==> config.mk <==
export PLATFORM = sky130hd
export DESIGN_NAME = arbiter_pkt_wrr
export DESIGN_NICKNAME = d
export VERILOG_FILES = /design/src/rtl/arbiter_pkt_wrr.sv
export SDC_FILE = /design/constraint.sdc
export NUM_CORES = 1
export LEC_CHECK = 0
export ABC_AREA = 1
export BUFFER_PORTS_ARGS = -buffer_cell sky130_fd_sc_hd__buf_2
export CAP_MARGIN = 20
export CELL_PAD_IN_SITES_DETAIL_PLACEMENT = 0
export CELL_PAD_IN_SITES_GLOBAL_PLACEMENT = 1
export CORE_UTILIZATION = 28
export DETAILED_ROUTE_END_ITERATION = 16
export GPL_TIMING_DRIVEN = 0
export PLACE_DENSITY = 0.94
export SYNTH_ARGS = -nofsm -noshare
export SYNTH_HDL_FRONTEND = slang
export SYNTH_SLANG_ARGS = --single-unit
==> constraint.sdc <==
create_clock -name clk -period 4.7 [get_ports clk]
set_input_delay 0.94 -clock clk [delete_from_list [all_inputs] [get_ports clk]]
set_output_delay 0.94 -clock clk [all_outputs]
set_load 0.005 [all_outputs]
==> src/rtl/arbiter_pkt_wrr.sv <==
// arbiter_pkt_wrr
// Packet-aware round-robin arbiter for a mesh router. It merges CHANNEL_NUMBER
// AXI-Stream-like inputs onto one output. Once a channel wins the grant, it keeps
// the grant for a whole packet. The packet length comes from the header beat
// (TID == ROUTING_HEADER). A beat whose first TID is not a header counts as a
// single-beat packet.
//
// Optional feature: define ARB_WEIGHTED_EN to let a channel send up to
// WEIGHTS[ch] back-to-back packets per grant. A weight of 0 behaves as 1.
//
// Ports:
//   clk, rst         - single rising-edge clock, synchronous active-high reset
//   in_tvalid/tready - per-channel handshake (CHANNEL_NUMBER bits each)
//   in_tdata/in_tid  - packed per-channel data / ID
//   out_tvalid/tready/tdata/tid - merged output stream
//   current_grant    - channel currently owning the output
//   locked           - high while a packet is in progress
//   target_x/y       - destination of the current packet (from its header)
module arbiter_pkt_wrr #(
  parameter int CHANNEL_NUMBER = 5,
  parameter int DATA_WIDTH     = 32,
  parameter int ID_WIDTH       = 4,
  parameter int ROUTING_HEADER = 0,
  parameter int MAX_ROUTERS_X  = 4,
  parameter int MAX_ROUTERS_Y  = 4,
  parameter int LEN_WIDTH      = 8,
  parameter int WEIGHT_WIDTH   = 4,
  parameter logic [CHANNEL_NUMBER*WEIGHT_WIDTH-1:0] WEIGHTS =
    {CHANNEL_NUMBER{WEIGHT_WIDTH'(1)}}
) (
  input  logic                                  clk,
  input  logic                                  rst,
  input  logic [CHANNEL_NUMBER-1:0]             in_tvalid,
  output logic [CHANNEL_NUMBER-1:0]             in_tready,
  input  logic [CHANNEL_NUMBER*DATA_WIDTH-1:0]  in_tdata,
  input  logic [CHANNEL_NUMBER*ID_WIDTH-1:0]    in_tid,
  output logic                                  out_tvalid,
  input  logic                                  out_tready,
  output logic [DATA_WIDTH-1:0]                 out_tdata,
  output logic [ID_WIDTH-1:0]                   out_tid,
  output logic [$clog2(CHANNEL_NUMBER)-1:0]     current_grant,
  output logic                                  locked,
  output logic [$clog2(MAX_ROUTERS_X)-1:0]      target_x,
  output logic [$clog2(MAX_ROUTERS_Y)-1:0]      target_y
);

  localparam int XW      = $clog2(MAX_ROUTERS_X);
  localparam int YW      = $clog2(MAX_ROUTERS_Y);
  localparam int GW      = $clog2(CHANNEL_NUMBER);
  localparam int LEN_LSB = 2 * (XW + YW);

  typedef enum logic {IDLE, LOCKED} state_t;

  state_t               state_q, state_d;
  logic [GW-1:0]        grant_q, grant_d;
  logic [GW-1:0]        last_grant_q, last_grant_d;
  logic [LEN_WIDTH-1:0] remaining_q, remaining_d;
  logic                 first_q, first_d;
  logic [XW-1:0]        tx_q, tx_d;
  logic [YW-1:0]        ty_q, ty_d;
`ifdef ARB_WEIGHTED_EN
  logic [WEIGHT_WIDTH-1:0] cnt_q, cnt_d;
  logic [WEIGHT_WIDTH-1:0] weight_sel;
`endif

  logic                  sel_valid;
  logic [DATA_WIDTH-1:0] sel_data;
  logic [ID_WIDTH-1:0]   sel_id;
  logic                  rr_found;
  logic [GW-1:0]         rr_pick;
  logic                  xfer;
  logic                  is_header;
  logic                  pkt_end;
  logic [LEN_WIDTH-1:0]  hdr_len;
  logic [XW-1:0]         hdr_x;
  logic [YW-1:0]         hdr_y;

  // Select the granted channel's stream. The output path depends only on
  // grant_q, so out_tready never feeds back into the arbitration decision.
  always_comb begin
    sel_valid = 1'b0;
    sel_data  = '0;
    sel_id    = '0;
`ifdef ARB_WEIGHTED_EN
    weight_sel = '0;
`endif
    for (int c = 0; c < CHANNEL_NUMBER; c++) begin
      if (grant_q == GW'(c)) begin
        sel_valid = in_tvalid[c];
        sel_data  = in_tdata[c*DATA_WIDTH +: DATA_WIDTH];
        sel_id    = in_tid[c*ID_WIDTH +: ID_WIDTH];
`ifdef ARB_WEIGHTED_EN
        weight_sel = WEIGHTS[c*WEIGHT_WIDTH +: WEIGHT_WIDTH];
`endif
      end
    end
  end

  // Round-robin search: the first valid channel after last_grant wins,
  // wrapping modulo CHANNEL_NUMBER.
  always_comb begin
    int            idx;
    logic [GW-1:0] idx_g;
    rr_found = 1'b0;
    rr_pick  = '0;
    idx      = 0;
    idx_g    = '0;
    for (int i = 1; i <= CHANNEL_NUMBER; i++) begin
      idx = int'(last_grant_q) + i;
      if (idx >= CHANNEL_NUMBER) idx = idx - CHANNEL_NUMBER;
      idx_g = GW'(idx);
      if (!rr_found && in_tvalid[idx_g]) begin
        rr_found = 1'b1;
        rr_pick  = idx_g;
      end
    end
  end

  assign hdr_len   = sel_data[LEN_LSB +: LEN_WIDTH];
  assign hdr_x     = sel_data[YW +: XW];
  assign hdr_y     = sel_data[0 +: YW];
  assign is_header = (sel_id == ID_WIDTH'(ROUTING_HEADER));
  assign xfer      = (state_q == LOCKED) && sel_valid && out_tready;

  // Next-state logic. The first transfer of a packet sets the beat count.
  // Each later transfer counts down. The packet ends on the last payload beat,
  // or on the first beat itself when there is no payload.
  always_comb begin
    state_d      = state_q;
    grant_d      = grant_q;
    last_grant_d = last_grant_q;
    remaining_d  = remaining_q;
    first_d      = first_q;
    tx_d         = tx_q;
    ty_d         = ty_q;
`ifdef ARB_WEIGHTED_EN
    cnt_d        = cnt_q;
`endif
    pkt_end      = 1'b0;
    out_tvalid   = 1'b0;
    in_tready    = '0;

    case (state_q)
      IDLE: begin
        if (rr_found) begin
          grant_d     = rr_pick;
          state_d     = LOCKED;
          first_d     = 1'b1;
          remaining_d = '0;
        end
      end
      LOCKED: begin
        out_tvalid = sel_valid;
        if (out_tready) in_tready[grant_q] = 1'b1;
        if (xfer) begin
          if (first_q) begin
            first_d = 1'b0;
            if (is_header) begin
              tx_d        = hdr_x;
              ty_d        = hdr_y;
              remaining_d = hdr_len;
              pkt_end     = (hdr_len == '0);
            end else begin
              remaining_d = '0;
              pkt_end     = 1'b1;
            end
          end else begin
            // remaining_q is at least 1 here. The guard stops the counter from
            // ever wrapping below zero.
            if (remaining_q != '0) remaining_d = remaining_q - LEN_WIDTH'(1);
            pkt_end = (remaining_q <= LEN_WIDTH'(1));
          end
          if (pkt_end) begin
            first_d = 1'b1;
`ifdef ARB_WEIGHTED_EN
            // Keep the grant for another packet while the channel has weight
            // left. Comparing against max(weight,1) makes weight 0 act as 1.
            if (({1'b0, cnt_q} + 1'b1) <
                ((weight_sel == '0) ? (WEIGHT_WIDTH+1)'(1) : {1'b0, weight_sel})
                && sel_valid) begin
              cnt_d = cnt_q + WEIGHT_WIDTH'(1);
            end else begin
              cnt_d        = '0;
              last_grant_d = grant_q;
              state_d      = IDLE;
            end
`else
            last_grant_d = grant_q;
            state_d      = IDLE;
`endif
          end
        end
      end
      default: state_d = IDLE;
    endcase
  end

  // State register. Reset abandons any packet in progress. last_grant starts
  // at the highest channel so that channel 0 wins the first arbitration.
  always_ff @(posedge clk) begin
    if (rst) begin
      state_q      <= IDLE;
      grant_q      <= '0;
      last_grant_q <= GW'(CHANNEL_NUMBER - 1);
      remaining_q  <= '0;
      first_q      <= 1'b1;
      tx_q         <= '0;
      ty_q         <= '0;
`ifdef ARB_WEIGHTED_EN
      cnt_q        <= '0;
`endif
    end else begin
      state_q      <= state_d;
      grant_q      <= grant_d;
      last_grant_q <= last_grant_d;
      remaining_q  <= remaining_d;
      first_q      <= first_d;
      tx_q         <= tx_d;
      ty_q         <= ty_d;
`ifdef ARB_WEIGHTED_EN
      cnt_q        <= cnt_d;
`endif
    end
  end

  assign out_tdata     = sel_data;
  assign out_tid       = sel_id;
  assign current_grant = grant_q;
  assign locked        = (state_q == LOCKED);

  // While a header beat is on the output, the destination comes straight from
  // its data. Otherwise the last registered destination is held.
  assign target_x = (locked && first_q && sel_valid && is_header) ? hdr_x : tx_q;
  assign target_y = (locked && first_q && sel_valid && is_header) ? hdr_y : ty_q;

endmodule

Word level (Yosys, flattened, before mapping)
Cells that the tools add are included.
{ "totals": {"inputBits": 188, "out_inout_bits": 50, "register_bits": 20, "wordCells": 127} }
{ "classes": {"eq_ne": 7, "mux": 65, "n_reduce_logical": 23, "n_bitwise": 1, "n_lt_le_gt_ge": 13, "add_sub_neg": 11} }
{ "op_table": {"columns": ["cell", "n"], "rows": [
  ["$mux W32", 5],
  ["$mux W8", 5],
  ["$mux W3", 10],
  ["$mux W1", 27],
  ["$lt A3 B4 Y1 const B", 6],
  ["$ge A4 B3 Y1 const B", 5],
  ["$mux W4", 5],
  ["$pmux W8 S2", 1],
  ["$bmux W1 S3", 5],
  ["$sub A3 B3 Y3 const B", 5],
  ["$logic_and A1 B1 Y1", 10],
  ["$mux W5", 2],
  ["$add A3 B2 Y4 const B", 2],
  ["$add A3 B3 Y4 const B", 2],
  ["$le A8 B1 Y1 const B", 1],
  ["$logic_not A8 Y1", 1],
  ["$reduce_bool A8 Y1", 1],
  ["$sub A8 B1 Y8 const B", 1],
  ["$eq A3 B2 Y1 const B", 2],
  ["$reduce_and A3 Y1", 2],
  ["$add A3 B1 Y4 const B", 1],
  ["$logic_not A1 Y1", 4],
  ["$logic_not A4 Y1", 1],
  ["$mux W2", 2],
  ["other kinds (12)", 14]
]} }

Logic depth before layout (Yosys ltp)
{ "logic_depth": {"depth_word": 20, "depth_mapped": 20, "ltp_nobuf": 20} }

Least setup slack after synthesis
Ideal clock, no wire load.
{ "synth_path": {"path_kind": "input -> output", "start": "input port in_tid[3]", "end": "output port target_x[0]", "stages": 9, "required_ps": 3760, "path_buffers": 0, "t_arrival_ps": 2074, "path_slack_ps": 1686, "path_cell_list": "nand2_1 nand2_1 a21oi_1 nand3_1 nor2_1 nand2_1 nor2_2 nand2_1 mux2_1"} }
{ "synth_via": {"elab_chain_len": 8} }
{ "synth_lines": {"columns": ["element", "line_no", "rtl"], "rows": [
  ["start, declared", "36", "input logic [CHANNEL_NUMBER*ID_WIDTH-1:0] in_tid,"],
  ["$mux W4 (5 in series)", "88", "if (grant_q == GW'(c)) begin"],
  ["net out_tid[3]", "40", "output logic [ID_WIDTH-1:0] out_tid,"],
  ["$logic_not A4 Y1", "122", "assign is_header = (sel_id == ID_WIDTH'(ROUTING_HEADER));"],
  ["$logic_and A1 B1 Y1", "233", "assign target_x = (locked && first_q && sel_valid && is_header) ? hdr_x : tx_q;"],
  ["$mux W2", "233", null],
  ["end, declared", "43", "output logic [$clog2(MAX_ROUTERS_X)-1:0] target_x,"]
]} }
The timed path passes the listed nets, and every way through them passes these cells.

Final worst setup path
{ "layout_path": {"start": "register grant_q[1], in the netlist current_grant[1]", "end": "output port target_y[1]"} }
{ "layout_via": {"elab_chain_len": 9, "elab_cells_between_ends": 24, "classes_between": "4 x eq/ne; 16 x mux; 4 x reduce/logical"} }
{ "layout_lines": {"columns": ["element", "line_no", "rtl"], "rows": [
  ["start, declared", "55", "logic [GW-1:0] grant_q, grant_d;"],
  ["start signal, assigned", "214", "grant_q <= grant_d;"],
  ["$logic_not A3 Y1", "88", null],
  ["$mux W4 / $mux W1 (equally long branches) (5 in series)", "88", null],
  ["$logic_not A4 Y1 / $logic_and A1 B1 Y1 (equally long branches)", "122, 234", null],
  ["$logic_and A1 B1 Y1", "234", "assign target_y = (locked && first_q && sel_valid && is_header) ? hdr_y : ty_q;"],
  ["$mux W2 (*)", "234", null],
  ["end, declared", "44", "output logic [$clog2(MAX_ROUTERS_Y)-1:0] target_y"]
]} }
Mark *: on every way between the ends. The rest lies on a longest branch, timed or not.

==> metrics.yaml <==
final_hold_viol_count: 0
critPathLaunchType: "flop"
wl_met2_um: 7640
gp_routability_congestion: 0.898
fp.dieArea_sq_um: 12600
ir_drop_mv: 0.148
core-area_sq_um: 11600
finalWorstSetupSlack_ps: 759
syn_inst: 618
fp-row-count: 39
finalNetCount: 1061
htreeDepth: 1
grt_use_total_pct: 24.2
violations: "DRC"
cts_buffer_depth: 2
nFillCells: 1302
yosysTopAreaCell: "nand2_1"
port_buffers: 237
ant_nets: 0
cap_violations: 0
wl_met3_um: 1090
status: "finished with violations"
dp_hpwl_um: 13500
hold_class: "flop to flop"
max_slew_margin_pct: 60.1
setup_viol: 0
synthesis.area_sq_um: 3400
antenna_found_initial: 1
grt_pass1_vias: 4572
tightestPinTransition_ps: 598
reg2reg_from: "last_grant_q[0]"
die_w_um: 112
top_layer: "met5"
fmax_mhz: 254
cts_root_buf: "clkbuf_16"
synth-edff-count: 0
overflow: 0
finalSetupTns_ps: 0
insertion_delay_ps: 260
critPathArrivalTime_ps: 3000
path_max_fanout: 10
cts_setup_buffers: 0
path_class: "flop to output port"
grt_pass1_wl_um: 23900
diodes: 0
ctsResizeCount: 0
cts.sinks: 20
pre_cts_slack_ps: 933
crit_required_ps: 3760
syn_nets: 819
die_h_um: 112
clock_skew_ps: 1.11
drt-total-wl_um: 15700
end_kind: "output port"
crit_start: "current_grant[1]"
drt_iter0_drc: 327
power_uw: 2330
synth_warnings: 0
routed-via-count: 4943
numCtsBuffers: 3
async_flop_share_pct: 0
grt_max_degree: 12
min_period_ps: 3940
r2r_setup_slack_ps: 1470
drc: 2
drive_gt1_share_pct: 33.6
ioPinCount: 238
netlist-cell-type-count: 46
wire_per_inst_um: 15.7
cts_tree: "built"
synth-seq-cells: 20
holdCritStartpoint: "tx_q[0]"
yosysSeqAreaShare_pct: 11.8
final.period_utilization_pct: 83.9
drtPass1Iterations: 10
rsz0062_at_grt: "false"
synth_area_leaders: "nand2_1 (21%), dfxtp_1 (12%), nand3_1 (9.0%)"
power-per-cell-area_nw_per_um2: 480
wl_met1_um: 6550
finalMaxSlewViolations: 0
avgSynthCellArea_sq_um: 5.50
clkTransAtPathRegs_ps: 60
synth_ff_type: "dfxtp_1"
leakagePower_uw: 0.00273
initial_core_util_pct: 29.3
area_growth_pct: 42.7
postCtsHoldBufs: 0
synth_top_area_share_pct: 20.6
viasPerCell: 4.93
## metrics by stage
stage                     hold slack (ps)  utilization [%]  cells  area, sq um
after global routing                  508             41.8   1002         4860
after CTS                             492             41.8   1002         4860
final                                 489             41.8   1002         4860
after floorplan                       451                -    618         3400
after detailed placement              479             41.0    998         4770
after global placement                460             41.0    998         4770
## cells in the mapped netlist (9+ instances only)
| master | number |
|---|---|
| a21oi_1 | 38 |
| a221oi_1 | 11 |
| a22o_1 | 13 |
| a31oi_1 | 11 |
| dfxtp_1 | 20 |
| ha_1 | 12 |
| inv_1 | 64 |
| nand2_1 | 187 |
| nand2_2 | 10 |
| nand3_1 | 61 |
| nor2_1 | 76 |
| nor3_1 | 9 |
| o21ai_0 | 16 |
## critical path: stages, from the launching register on
cell and delay [ps]:
dfxtp_1 420, inv_1 100, nor2_1 180, nand2_1 200
inv_2 220, buf_2 270, nand2_1 110, nand3_1 190
nor2_1 60, nand2_1 250, nor2_2 90, nand2_1 180
mux2_1 340, buf_2 130
## final cells by class
class                           count  area [sq um]  share of cell area (%)
Buffer                             23           120                    2.47
Timing Repair Buffer              237          1190                    24.4
Inverter                           74           280                    5.77
Tap cell                          143           179                    3.68
Clock buffer                        4          88.8                    1.83
Multi-Input combinational cell    501          2600                    53.6
Sequential cell                    20           400                    8.25
## placed cells by master (no fill, tap or decap), drive strengths merged, types with 10 or more instances in the layout
cell type  synthesis  routed
buf               17     254
nand2            199     199
nor2              79      79
inv               73      73
nand3             68      68
a21oi             40      40
o21ai             22      22
dfxtp             20      20
a22o              13      13
ha                12      12
a31oi             12      12
a221oi            11      11
nand4             10      10
clkbuf             6      10
## layer usage
metal,up-vias,global-route usage (%)
met3,26,3.19
met2,199,42.2
met1,2192,31.4
met5,-,0
li1,2524,-
met4,2,6.40
## where the power goes
part           switching, uW  leakage, uW  internal [uW]
logic                   1170      0.00252            688
clock network           70.3    0.0000442            130
registers               62.7     0.000164            216
total                   1300      0.00273           1030
## cells by family (layout without fill, tap and decap cells)
group                      Yosys count  after routing  share of synthesized area (%)
adders and majority gates           13             13                           5.00
and+or+nand+nor                    372            372                           48.6
AOI/OAI and AO/OA                  105            105                           19.8
xor gates and xnor gates             7              7                           1.80
buffers and inverters               97            338                           11.8
DFF                                 20             20                           11.8
muxes                                4              4                           1.32
## flip-flops by register name, summed over array words and instances (netlist names)
register	cells
current_grant	3
remaining_q	8
last_grant_q	3
ty_q	2
first_q	1
tx_q	2
locked	1
## final timing paths
check,to,cells past startpoint
worst max-delay path,target_y[1],13
worst min-delay path,tx_q[0],2
worst max register to register,remaining_q[4],17
worst min register to register,tx_q[0],2
No activity file was read; power rests on OpenSTA's default activity.
